===== src/rtl/grid_pkg.sv =====
// Shared definitions for the grid movement path: direction codes, engine states,
// sizing helper and the default map geometry also used by the renderer.
package grid_pkg;

  localparam int MAP_W_DEF = 20;
  localparam int MAP_H_DEF = 15;

  localparam logic [1:0] DIR_RIGHT = 2'b00;
  localparam logic [1:0] DIR_UP    = 2'b01;
  localparam logic [1:0] DIR_LEFT  = 2'b10;
  localparam logic [1:0] DIR_DOWN  = 2'b11;

  typedef enum logic [1:0] {
    ST_IDLE,
    ST_CALC,
    ST_LOOK,
    ST_COMMIT
  } move_state_e;

  // Never returns 0 so that single-entry parameters still get a 1-bit select.
  function automatic int clog2(input int value);
    int r;
    r = 0;
    while ((1 << r) < value) r++;
    return (r < 1) ? 1 : r;
  endfunction

endpackage


===== src/rtl/wall_map_ram.sv =====
// Multi-map wall memory: one row per word, synchronous write, registered read.
// Contents survive reset; power-up image has walls on every map border.
module wall_map_ram
  import grid_pkg::*;
#(
  parameter int MAP_W    = MAP_W_DEF,
  parameter int MAP_H    = MAP_H_DEF,
  parameter int NUM_MAPS = 4,
  localparam int MW = clog2(NUM_MAPS),
  localparam int YW = clog2(MAP_H)
) (
  input  logic             clk_i,
  input  logic             wr_en_i,
  input  logic [MW-1:0]    wr_map_i,
  input  logic [YW-1:0]    wr_row_i,
  input  logic [MAP_W-1:0] wr_data_i,
  input  logic             rd_en_i,
  input  logic [MW-1:0]    rd_map_i,
  input  logic [YW-1:0]    rd_row_i,
  output logic [MAP_W-1:0] rd_data_o
);

  localparam int DEPTH = NUM_MAPS * MAP_H;
  localparam int AW    = clog2(DEPTH);

  typedef logic [DEPTH-1:0][MAP_W-1:0] mem_t;

  function automatic mem_t border_init();
    mem_t m;
    for (int a = 0; a < DEPTH; a++) begin
      if ((a % MAP_H == 0) || (a % MAP_H == MAP_H - 1)) begin
        m[AW'(a)] = '1;
      end else begin
        m[AW'(a)]          = '0;
        m[AW'(a)][0]       = 1'b1;
        m[AW'(a)][MAP_W-1] = 1'b1;
      end
    end
    return m;
  endfunction

  mem_t             mem_q = border_init();
  logic [MAP_W-1:0] rd_data_q;
  logic [AW-1:0]    wr_addr, rd_addr;
  logic             wr_ok, rd_ok;

  always_comb begin
    wr_ok   = (int'(wr_map_i) < NUM_MAPS) && (int'(wr_row_i) < MAP_H);
    rd_ok   = (int'(rd_map_i) < NUM_MAPS) && (int'(rd_row_i) < MAP_H);
    wr_addr = AW'(int'(wr_map_i) * MAP_H + int'(wr_row_i));
    rd_addr = rd_ok ? AW'(int'(rd_map_i) * MAP_H + int'(rd_row_i)) : '0;
  end

  // Non-blocking update gives read-before-write on a same-row collision.
  always_ff @(posedge clk_i) begin
    if (wr_en_i && wr_ok) mem_q[wr_addr] <= wr_data_i;
    if (rd_en_i) rd_data_q <= mem_q[rd_addr];
  end

  assign rd_data_o = rd_data_q;

endmodule


===== src/rtl/grid_move_engine.sv =====
// Clocked move engine: owns player positions, checks each requested step against
// map bounds and the wall memory, commits or rejects it, and pulses a result.
module grid_move_engine
  import grid_pkg::*;
#(
  parameter int MAP_W       = MAP_W_DEF,
  parameter int MAP_H       = MAP_H_DEF,
  parameter int NUM_MAPS    = 4,
  parameter int NUM_PLAYERS = 2,
  parameter int POS_W       = 6,
  parameter int START_X     = 1,
  parameter int START_Y     = 1,
  localparam int MW = clog2(NUM_MAPS),
  localparam int PW = clog2(NUM_PLAYERS),
  localparam int YW = clog2(MAP_H)
) (
  input  logic                         clk,
  input  logic                         reset,
  input  logic [MW-1:0]                map_sel,
  input  logic                         req_valid,
  output logic                         req_ready,
  input  logic [PW-1:0]                req_player,
  input  logic [1:0]                   req_dir,
  input  logic                         wr_en,
  input  logic [MW-1:0]                wr_map,
  input  logic [YW-1:0]                wr_row,
  input  logic [MAP_W-1:0]             wr_data,
  output logic                         done_valid,
  output logic [PW-1:0]                done_player,
  output logic                         done_blocked,
  output logic [NUM_PLAYERS*POS_W-1:0] pos_x,
  output logic [NUM_PLAYERS*POS_W-1:0] pos_y
);

  localparam int XW = clog2(MAP_W);
  localparam logic signed [POS_W:0] ONE   = (POS_W+1)'(1);
  localparam logic signed [POS_W:0] LIM_X = (POS_W+1)'(MAP_W);
  localparam logic signed [POS_W:0] LIM_Y = (POS_W+1)'(MAP_H);

  move_state_e state_q, state_d;

  logic [PW-1:0]          player_q;
  logic [1:0]             dir_q;
  logic [MW-1:0]          map_q;
  logic                   bad_q, req_bad;
  logic [POS_W-1:0]       cur_x_q, cur_y_q;
  logic signed [POS_W:0]  cx, cy, tx_d, ty_d;
  logic [POS_W-1:0]       tx_q, ty_q;
  logic                   oob_d, oob_q, blocked_d, blocked_q;
  logic [POS_W-1:0]       pos_x_q [NUM_PLAYERS];
  logic [POS_W-1:0]       pos_y_q [NUM_PLAYERS];
  logic                   done_valid_q, done_blocked_q;
  logic [PW-1:0]          done_player_q;
  logic                   rd_en;
  logic [YW-1:0]          rd_row;
  logic [MAP_W-1:0]       rd_data;

  wall_map_ram #(
    .MAP_W    (MAP_W),
    .MAP_H    (MAP_H),
    .NUM_MAPS (NUM_MAPS)
  ) u_wall_map_ram (
    .clk_i     (clk),
    .wr_en_i   (wr_en),
    .wr_map_i  (wr_map),
    .wr_row_i  (wr_row),
    .wr_data_i (wr_data),
    .rd_en_i   (rd_en),
    .rd_map_i  (map_q),
    .rd_row_i  (rd_row),
    .rd_data_o (rd_data)
  );

  always_ff @(posedge clk) begin
    if (reset) state_q <= ST_IDLE;
    else       state_q <= state_d;
  end

  always_comb begin
    state_d   = state_q;
    req_ready = 1'b0;
    rd_en     = 1'b0;
    case (state_q)
      ST_IDLE: begin
        req_ready = 1'b1;
        if (req_valid) state_d = ST_CALC;
      end
      ST_CALC: begin
        rd_en   = 1'b1;
        state_d = ST_LOOK;
      end
      ST_LOOK:   state_d = ST_COMMIT;
      ST_COMMIT: state_d = ST_IDLE;
      default:   state_d = ST_IDLE;
    endcase
  end

  // Target is one bit wider than a coordinate so a step off x=0 / y=0 goes negative.
  always_comb begin
    cx   = $signed({1'b0, cur_x_q});
    cy   = $signed({1'b0, cur_y_q});
    tx_d = cx;
    ty_d = cy;
    case (dir_q)
      DIR_RIGHT: tx_d = cx + ONE;
      DIR_UP:    ty_d = cy - ONE;
      DIR_LEFT:  tx_d = cx - ONE;
      default:   ty_d = cy + ONE;
    endcase
    oob_d     = tx_d[POS_W] || ty_d[POS_W] || (tx_d >= LIM_X) || (ty_d >= LIM_Y);
    rd_row    = oob_d ? '0 : ty_d[YW-1:0];
    req_bad   = (int'(req_player) >= NUM_PLAYERS) || (int'(map_sel) >= NUM_MAPS);
    blocked_d = bad_q || oob_q || rd_data[tx_q[XW-1:0]];
  end

  always_ff @(posedge clk) begin
    if (reset) begin
      for (int p = 0; p < NUM_PLAYERS; p++) begin
        pos_x_q[p] <= POS_W'(START_X);
        pos_y_q[p] <= POS_W'(START_Y);
      end
      player_q       <= '0;
      dir_q          <= DIR_RIGHT;
      map_q          <= '0;
      bad_q          <= 1'b0;
      cur_x_q        <= '0;
      cur_y_q        <= '0;
      tx_q           <= '0;
      ty_q           <= '0;
      oob_q          <= 1'b0;
      blocked_q      <= 1'b0;
      done_valid_q   <= 1'b0;
      done_player_q  <= '0;
      done_blocked_q <= 1'b0;
    end else begin
      done_valid_q <= 1'b0;
      case (state_q)
        ST_IDLE: begin
          if (req_valid) begin
            player_q <= req_player;
            dir_q    <= req_dir;
            map_q    <= map_sel;
            bad_q    <= req_bad;
            cur_x_q  <= req_bad ? '0 : pos_x_q[req_player];
            cur_y_q  <= req_bad ? '0 : pos_y_q[req_player];
          end
        end
        ST_CALC: begin
          tx_q  <= tx_d[POS_W-1:0];
          ty_q  <= ty_d[POS_W-1:0];
          oob_q <= oob_d;
        end
        ST_LOOK: blocked_q <= blocked_d;
        ST_COMMIT: begin
          // A bad player index always sets blocked, so the write index is valid here.
          if (!blocked_q) begin
            pos_x_q[player_q] <= tx_q;
            pos_y_q[player_q] <= ty_q;
          end
          done_valid_q   <= 1'b1;
          done_player_q  <= player_q;
          done_blocked_q <= blocked_q;
        end
        default: ;
      endcase
    end
  end

  always_comb begin
    pos_x = '0;
    pos_y = '0;
    for (int p = 0; p < NUM_PLAYERS; p++) begin
      pos_x[p*POS_W +: POS_W] = pos_x_q[p];
      pos_y[p*POS_W +: POS_W] = pos_y_q[p];
    end
  end

  assign done_valid   = done_valid_q;
  assign done_player  = done_player_q;
  assign done_blocked = done_blocked_q;

endmodule


===== config.mk =====
export PLATFORM = sky130hd
export DESIGN_NAME = grid_move_engine
export DESIGN_NICKNAME = d
export VERILOG_FILES = /design/src/rtl/grid_pkg.sv /design/src/rtl/wall_map_ram.sv /design/src/rtl/grid_move_engine.sv
export SDC_FILE = /design/constraint.sdc
export NUM_CORES = 1
export LEC_CHECK = 0
export CORE_ASPECT_RATIO = 1.25
export CORE_MARGIN = 4
export CORE_UTILIZATION = 50
export CTS_BUF_LIST = sky130_fd_sc_hd__clkbuf_4
export CTS_CLUSTER_DIAMETER = 30
export DETAILED_ROUTE_END_ITERATION = 16
export HOLD_SLACK_MARGIN = 0.08
export PLACE_DENSITY = 0.66
export SLEW_MARGIN = 10
export SYNTH_ARGS = -nofsm -noshare
export SYNTH_HDL_FRONTEND = slang
export SYNTH_SLANG_ARGS = --single-unit

===== constraint.sdc =====
create_clock -name clk -period 16.3 [get_ports clk]
set_input_delay 3.26 -clock clk [delete_from_list [all_inputs] [get_ports clk]]
set_output_delay 3.26 -clock clk [all_outputs]
set_load 0.05 [all_outputs]

==> qor.csv, run 1 <==
stage,metric,value,unit
yosys,"top cells by area, synth","edfxtp_1 74%, mux4_2 15%, dfxtp_1 1.4%",
cells_and_area,Final Util,0.566,
grt,All-Layer GR Usage,0.240,
yosys,Cells after Synth,2384,
die,Die X,291,microns
routing,post-DR wirelength/cell,30.0,microns
clock_tree,hold buffer count at cts,0,
sta,Setup TNS,0,ns
routing,DR vias,25800,
clock_tree,worst-case clock buffer depth,4,
die,Site Rows,129,
pwr,static leakage,17.8,nW
sta,setup violators final,0,
critical_path,Worst setup endpoint,u_wall_map_ram.rd_data_o[14],
die,Ports,63,
critical_path,maximum fanout along the worst path,40,
yosys,"Seq/Total Area, Yosys",0.759,
routing,Final ANT Viol Nets,0,
yosys,dominant synthesized flop cell,edfxtp_1,
yosys,Synth Register Bits,1280,
yosys,Avg Inst Size Synth,21.0,sq um
yosys,top-area cell type share of the netlist area,0.745,
sta,fmax,125,MHz
routing,Total Wirelength,126000,microns
sta,max_slew headroom,0.138,
die,Die Span Y,362,microns
sta,RSZ-0062 raised after global routing,false,
yosys,Post-synth top cells,"1,244 x edfxtp_1, 328 x mux4_2, 121 x nand2_1",
yosys,Post-Synth XOR/XNOR Area,0.00297,
yosys,largest area contributor in the netlist,edfxtp_1,
yosys,Synth Area in Adders,0.00719,
clock_tree,CTS tree,built,
critical_path,CP startpoint kind,register,
sta,worst slew pin tran,1.29,ns
pwr,Pwr Density,185,nW/um^2
routing,Pre-antenna DRT Iters,6,
yosys,mux contribution to synthesized area,0.161,
yosys,"count leader, synth",edfxtp_1,
critical_path,crit path from,dir_q[0],
pwr,peak supply drop,0.141,mV
grt,GR Overflow Total,0,
clock_tree,post-CTS setup buffers,0,
critical_path,path depth of the worst reg2reg path,18,
flow_run,max cap viols,0,
min_path,Hold Crit Depth,2,
cells_and_area,share of post-route cells with drive strength above 1,0.325,
yosys,largest family of logic cells by synthesized area,multiplexers,
cells_and_area,Syn-to-layout area delta,12.0,%
yosys,post-synthesis simple-gate area fraction,0.0305,
grt,largest net degree at the start of global routing,148,
grt,antenna violations before repair,4,
die,Initial Utilization,0.505,
cells_and_area,Fill cells,7450,
critical_path,WS Path Type,register to register,
clock_tree,Root Driver,clkbuf_4,
yosys,Mapped Area,50100,sq um
yosys,Ys Warns,0,
sta,hold_ws,0.502,ns
run_status,status,completed,
sta,skew final,0.0727,ns
clock_tree,CTS sink cnt,1280,
cells_and_area,Final nets,2740,
clock_tree,CTS resizes,0,
die,core box area,99300,sq um
critical_path,RR Startpoint,dir_q[0],
clock_tree,Worst-Skew Late Latency,1.20,ns
critical_path,r2r endpoint,u_wall_map_ram.rd_data_o[14],
sta,Final Slew Violations,0,
yosys,fraction of registers with async set/reset,0,
yosys,Cell variety after synth,55,
routing,DRC,0,
routing,Vias per Instance,6.15,
sta,Final period util,0.489,
min_path,HP Class,register to register,
place,detailed placement HPWL,73100,microns
critical_path,WP data required,17.20,ns
sta,crit path time final,7.98,ns
yosys,"EDFF count, synth",1244,
routing,initial drt markers,2782,
clock_tree,TritonCTS Buffers,320,
critical_path,Critical Path End Type,register,
critical_path,Worst EP arrival,8.88,ns
die,die area,105000,sq um
clock_tree,H-tree depth,5,
clock_tree,clock slew at reported path FFs,0.07,ns
place,RePlAce Congestion,0.887,
place,number of port buffers,62,
yosys,Synth Area in Compound Gates,0.0252,
critical_path,FF-to-FF setup slack,8.32,ns
sta,final hold vios,0,
grt,number of global-route vias before repair,26700,
grt,first-pass GRT wire length,182000,microns
yosys,post-synth net total,2443,
[worst max-delay path, cell delays in order (launching register included)]
cell      delay (ns)
dfxtp_1         0.81
nand2b_1        0.14
xnor2_1         0.16
ha_1            0.24
nand2b_1        0.18
o31ai_1         0.27
xnor2_1         0.22
o32ai_1         0.14
or4_4           0.49
nor2_1          0.17
fa_1            0.47
ha_4            0.79
buf_4           0.77
buf_4           0.77
mux4_2          0.64
mux2i_1         0.32
o22ai_1         0.30
o22ai_1         0.49
o41ai_1         0.16
[layer usage]
metal,up-vias,global-route usage,routed length (microns)
met1,13400,0.303,45500
met4,2,0.111,5530
li1,10700,-,-
met3,272,0.0592,10700
met5,-,0,11
met2,1408,0.396,64200
[layout make-up]
type,instances,area (sq um),share of cell area
Antenna cell,3,7.51,0.000134
Clock buffer,445,3340,0.0595
Tap cell,1310,1640,0.0292
Sequential cell,1280,38100,0.678
Multi-Input combinational cell,957,11700,0.208
Inverter,15,56.3,0.00100
Timing Repair Buffer,107,918,0.0163
Clock inverter,83,437,0.00777
[stage by stage]
step	worst slack (ns)	power [mW]	cells	instance area (sq um)
6_report	8.32	10.4	4200	56200
5_1_grt	7.75	10.8	4200	56200
4_1_cts	8.27	10.4	4196	56100
3_5_place_dp	8.30	7.91	3668	52300
3_3_place_gp	8.34	7.88	3667	52200
2_1_floorplan	10.04	6.53	2384	50100
[power breakdown]
| group | switching, mW | leakage, nW | internal (mW) | total (mW) |
|---|---|---|---|---|
| clock network | 1.22 | 2.27 | 1.32 | 2.54 |
| logic | 2.33 | 3.98 | 1.63 | 3.96 |
| registers | 0.0867 | 11.5 | 3.78 | 3.87 |
| total | 3.64 | 17.8 | 6.73 | 10.4 |
[registers in the layout, summed over array words and instances (netlist names)]
name and flops:
done_player 1, oob_q 1, tx_q 6, dir_q 2
u_wall_map_ram.mem_q 1200, done_valid 1, ty_q 6, done_blocked 1
cur_y_q 6, map_q 2, pos_x_q 12, u_wall_map_ram.rd_data_o 20
player_q 1, pos_y_q 12, blocked_q 1, cur_x_q 6
state_q 2
[worst min path at each step]
stage	end	slack, ns	startpoint
after floorplan	player_q	0.46	player_q
after global placement	player_q	0.47	player_q
after detailed placement	player_q	0.48	player_q
after CTS	ty_q[4]	0.50	ty_q[4]
after global routing	ty_q[2]	0.53	ty_q[2]
final	ty_q[4]	0.50	ty_q[4]
[cell usage in the layout, fill, tap and decap left out, drive strengths merged, types with 11 or more instances in the layout]
master,netlist,layout
clkbuf,72,445
nor2,113,113
clkinv,0,77
o21ai,14,14
nand2,121,121
edfxtp,1244,1244
and2,41,41
mux2i,67,67
nand2b,11,11
xnor2,12,12
dfxtp,36,36
mux4,328,328
a21oi,43,43
clkdlybuf4s50,0,42
ha,16,16
inv,15,17
o22ai,33,33
buf,60,65
a211oi,31,31
[cells by family after synthesis]
logic type,Yosys count
flops,1280
mux,398
simple gates,334
compound gates,184
buf+inv,147
fa+ha+maj,24
xor+xnor,17
Power figures use the tool's default switching activity.
==> inputs of run 2 (changes only) <==
clock period = 7.6 ns   (was 16.3 ns; I/O delays follow)
==> qor.csv, run 2 (same netlist as run 1, synthesis figures left out) <==
stage,metric,value,unit
critical_path,RR Startpoint,dir_q[0],
cells_and_area,Final nets,2815,
clock_tree,clock slew at reported path FFs,0.07,ns
sta,fmax,141,MHz
pwr,Gate power share,0.385,
place,"Cell Area, Placed",52900,sq um
min_path,HP Class,register to register,
place,RePlAce Congestion,0.859,
die,Die Span Y,362,microns
cells_and_area,Non-Filler Instances,4262,
pwr,Seq pwr share,0.368,
critical_path,r2r endpoint,u_wall_map_ram.rd_data_o[3],
clock_tree,CTS sink cnt,1280,
critical_path,maximum fanout along the worst path,40,
critical_path,Worst EP arrival,8.11,ns
routing,DR vias,25900,
routing,initial drt markers,2486,
sta,setup violators final,0,
grt,GR Overflow Total,0,
sta,max_slew headroom,0.133,
cells_and_area,"most common cell after layout, fill and taps aside",edfxtp_1,
sta,Final Slew Violations,0,
routing,Final ANT Viol Nets,0,
pwr,Int Pwr,14.8,mW
die,core box area,99300,sq um
pwr,static leakage,18.2,nW
cells_and_area,Reg with most FFs,u_wall_map_ram.mem_q,
grt,All-Layer GR Usage,0.237,
pwr,Sw Pwr,7.75,mW
grt,first-pass GRT wire length,181000,microns
clock_tree,post-CTS setup buffers,0,
pwr,clock share of power,0.247,
place,detailed placement HPWL,71800,microns
pwr,Pwr Density,397,nW/um^2
sta,Setup TNS,0,ns
clock_tree,worst-case clock buffer depth,4,
critical_path,path depth of the worst reg2reg path,19,
flow_run,max cap viols,0,
die,die area,105000,sq um
critical_path,WP data required,8.63,ns
die,Initial Utilization,0.505,
clock_tree,CTS resizes,0,
clock_tree,hold buffer count at cts,0,
cells_and_area,"commonest non-fill, non-tap cells in the layout","1,244 x edfxtp_1, 433 x clkbuf_4, 328 x mux4_2",
die,Ports,63,
place,number of port buffers,62,
routing,Pre-antenna DRT Iters,6,
grt,antenna violations before repair,2,
critical_path,CP startpoint kind,register,
routing,Total Wirelength,124000,microns
die,Die X,291,microns
sta,crit path time final,7.08,ns
cells_and_area,max reg flops,1200,
sta,RSZ-0062 raised after global routing,false,
clock_tree,CTS tree,built,
routing,DRC,0,
cells_and_area,share of post-route cells with drive strength above 1,0.340,
pwr,switching share of power,0.344,
critical_path,Critical Path End Type,register,
pwr,peak supply drop,0.561,mV
clock_tree,H-tree depth,5,
die,Site Rows,129,
clock_tree,TritonCTS Buffers,320,
clock_tree,Worst-Skew Late Latency,1.18,ns
routing,Vias per Instance,6.09,
cells_and_area,Final Instance Area,56800,sq um
sta,final hold vios,0,
routing,post-DR wirelength/cell,29.0,microns
run_status,status,completed,
min_path,Hold Crit Depth,2,
sta,Final period util,0.932,
min_path,Worst Hold Endpoint,ty_q[3],
critical_path,FF-to-FF setup slack,0.52,ns
place,dpl cells,3744,
cells_and_area,Syn-to-layout area delta,13.2,%
grt,number of global-route vias before repair,26900,
min_path,min-delay src,ty_q[3],
critical_path,WS Path Type,register to register,
sta,worst slew pin tran,1.30,ns
sta,skew final,0.0750,ns
clock_tree,Root Driver,clkbuf_4,
grt,largest net degree at the start of global routing,105,
==> run 2: changes by cell type in the layout (fill, tap and decap cells not counted), sizes merged <==
cell	before	now
clkbuf	445	433
buf	65	140
diode	3	6
inv	17	19
bufinv	4	11
clkinv	77	64
==> run 2: area by class of cell <==
type	instances	area, sq um
fill	7398	42500
sequential	1280	38100
multi-input combinational	957	11600
clock buffer	433	3250
tap	1310	1640
timing repair buffer	182	1530
clock inverter	79	593
inverter	15	56.3
antenna	6	15.0
==> run 2: layer usage <==
metal  wire, microns  track usage  part of all wire
met3            9900       0.0536             0.080
met2           62700        0.392              0.51
met5               0            0                 0
met1           46400        0.306              0.38
met4            4620       0.0974             0.037
==> run 2: metrics by stage <==
stage | utilization | power (mW) | hold slack [ns] | setup WS, ns
2_1_floorplan | - | 14.0 | 0.458 | 2.21
3_3_place_gp | 0.533 | 17.1 | 0.477 | 0.695
3_5_place_dp | 0.533 | 17.2 | 0.486 | 0.610
4_1_cts | 0.572 | 22.8 | 0.496 | 0.560
5_1_grt | 0.572 | 23.6 | 0.532 | 0.0897
6_report | 0.572 | 22.6 | 0.495 | 0.515
==> run 2: worst max path at each step <==
stage / from / to
final: dir_q[0] / u_wall_map_ram.rd_data_o[3]
after global routing: dir_q[0] / u_wall_map_ram.rd_data_o[3]
after CTS: dir_q[0] / u_wall_map_ram.rd_data_o[3]
after detailed placement: dir_q[0] / u_wall_map_ram.rd_data_o[7]
after global placement: dir_q[0] / u_wall_map_ram.rd_data_o[3]
after floorplan: dir_q[0] / u_wall_map_ram.rd_data_o[17]
==> run 2: critical path: stages, from the launching register on <==
cell      delay [ns]
dfxtp_1         0.81
nand2b_1        0.15
xnor2_1         0.16
ha_1            0.24
nand2b_1        0.19
o31ai_1         0.29
xnor2_1         0.15
o32ai_1         0.28
or4_4           0.21
nor2_1          0.06
fa_1            0.53
ha_4            0.14
inv_1           0.05
fa_4            0.57
xnor2_2         0.17
buf_4           0.52
nand3b_1        0.98
o22ai_1         0.96
o21ai_0         0.32
o221ai_1        0.14
==> run 2: power groups by stage <==
stage	Combinational, mW	Clock, mW	Sequential, mW
6_report	8.68	5.58	8.30
5_1_grt	9.10	6.15	8.32
4_1_cts	8.76	5.72	8.30
3_5_place_dp	8.74	0	8.45
3_3_place_gp	8.66	0	8.43
2_1_floorplan	5.65	0	8.36
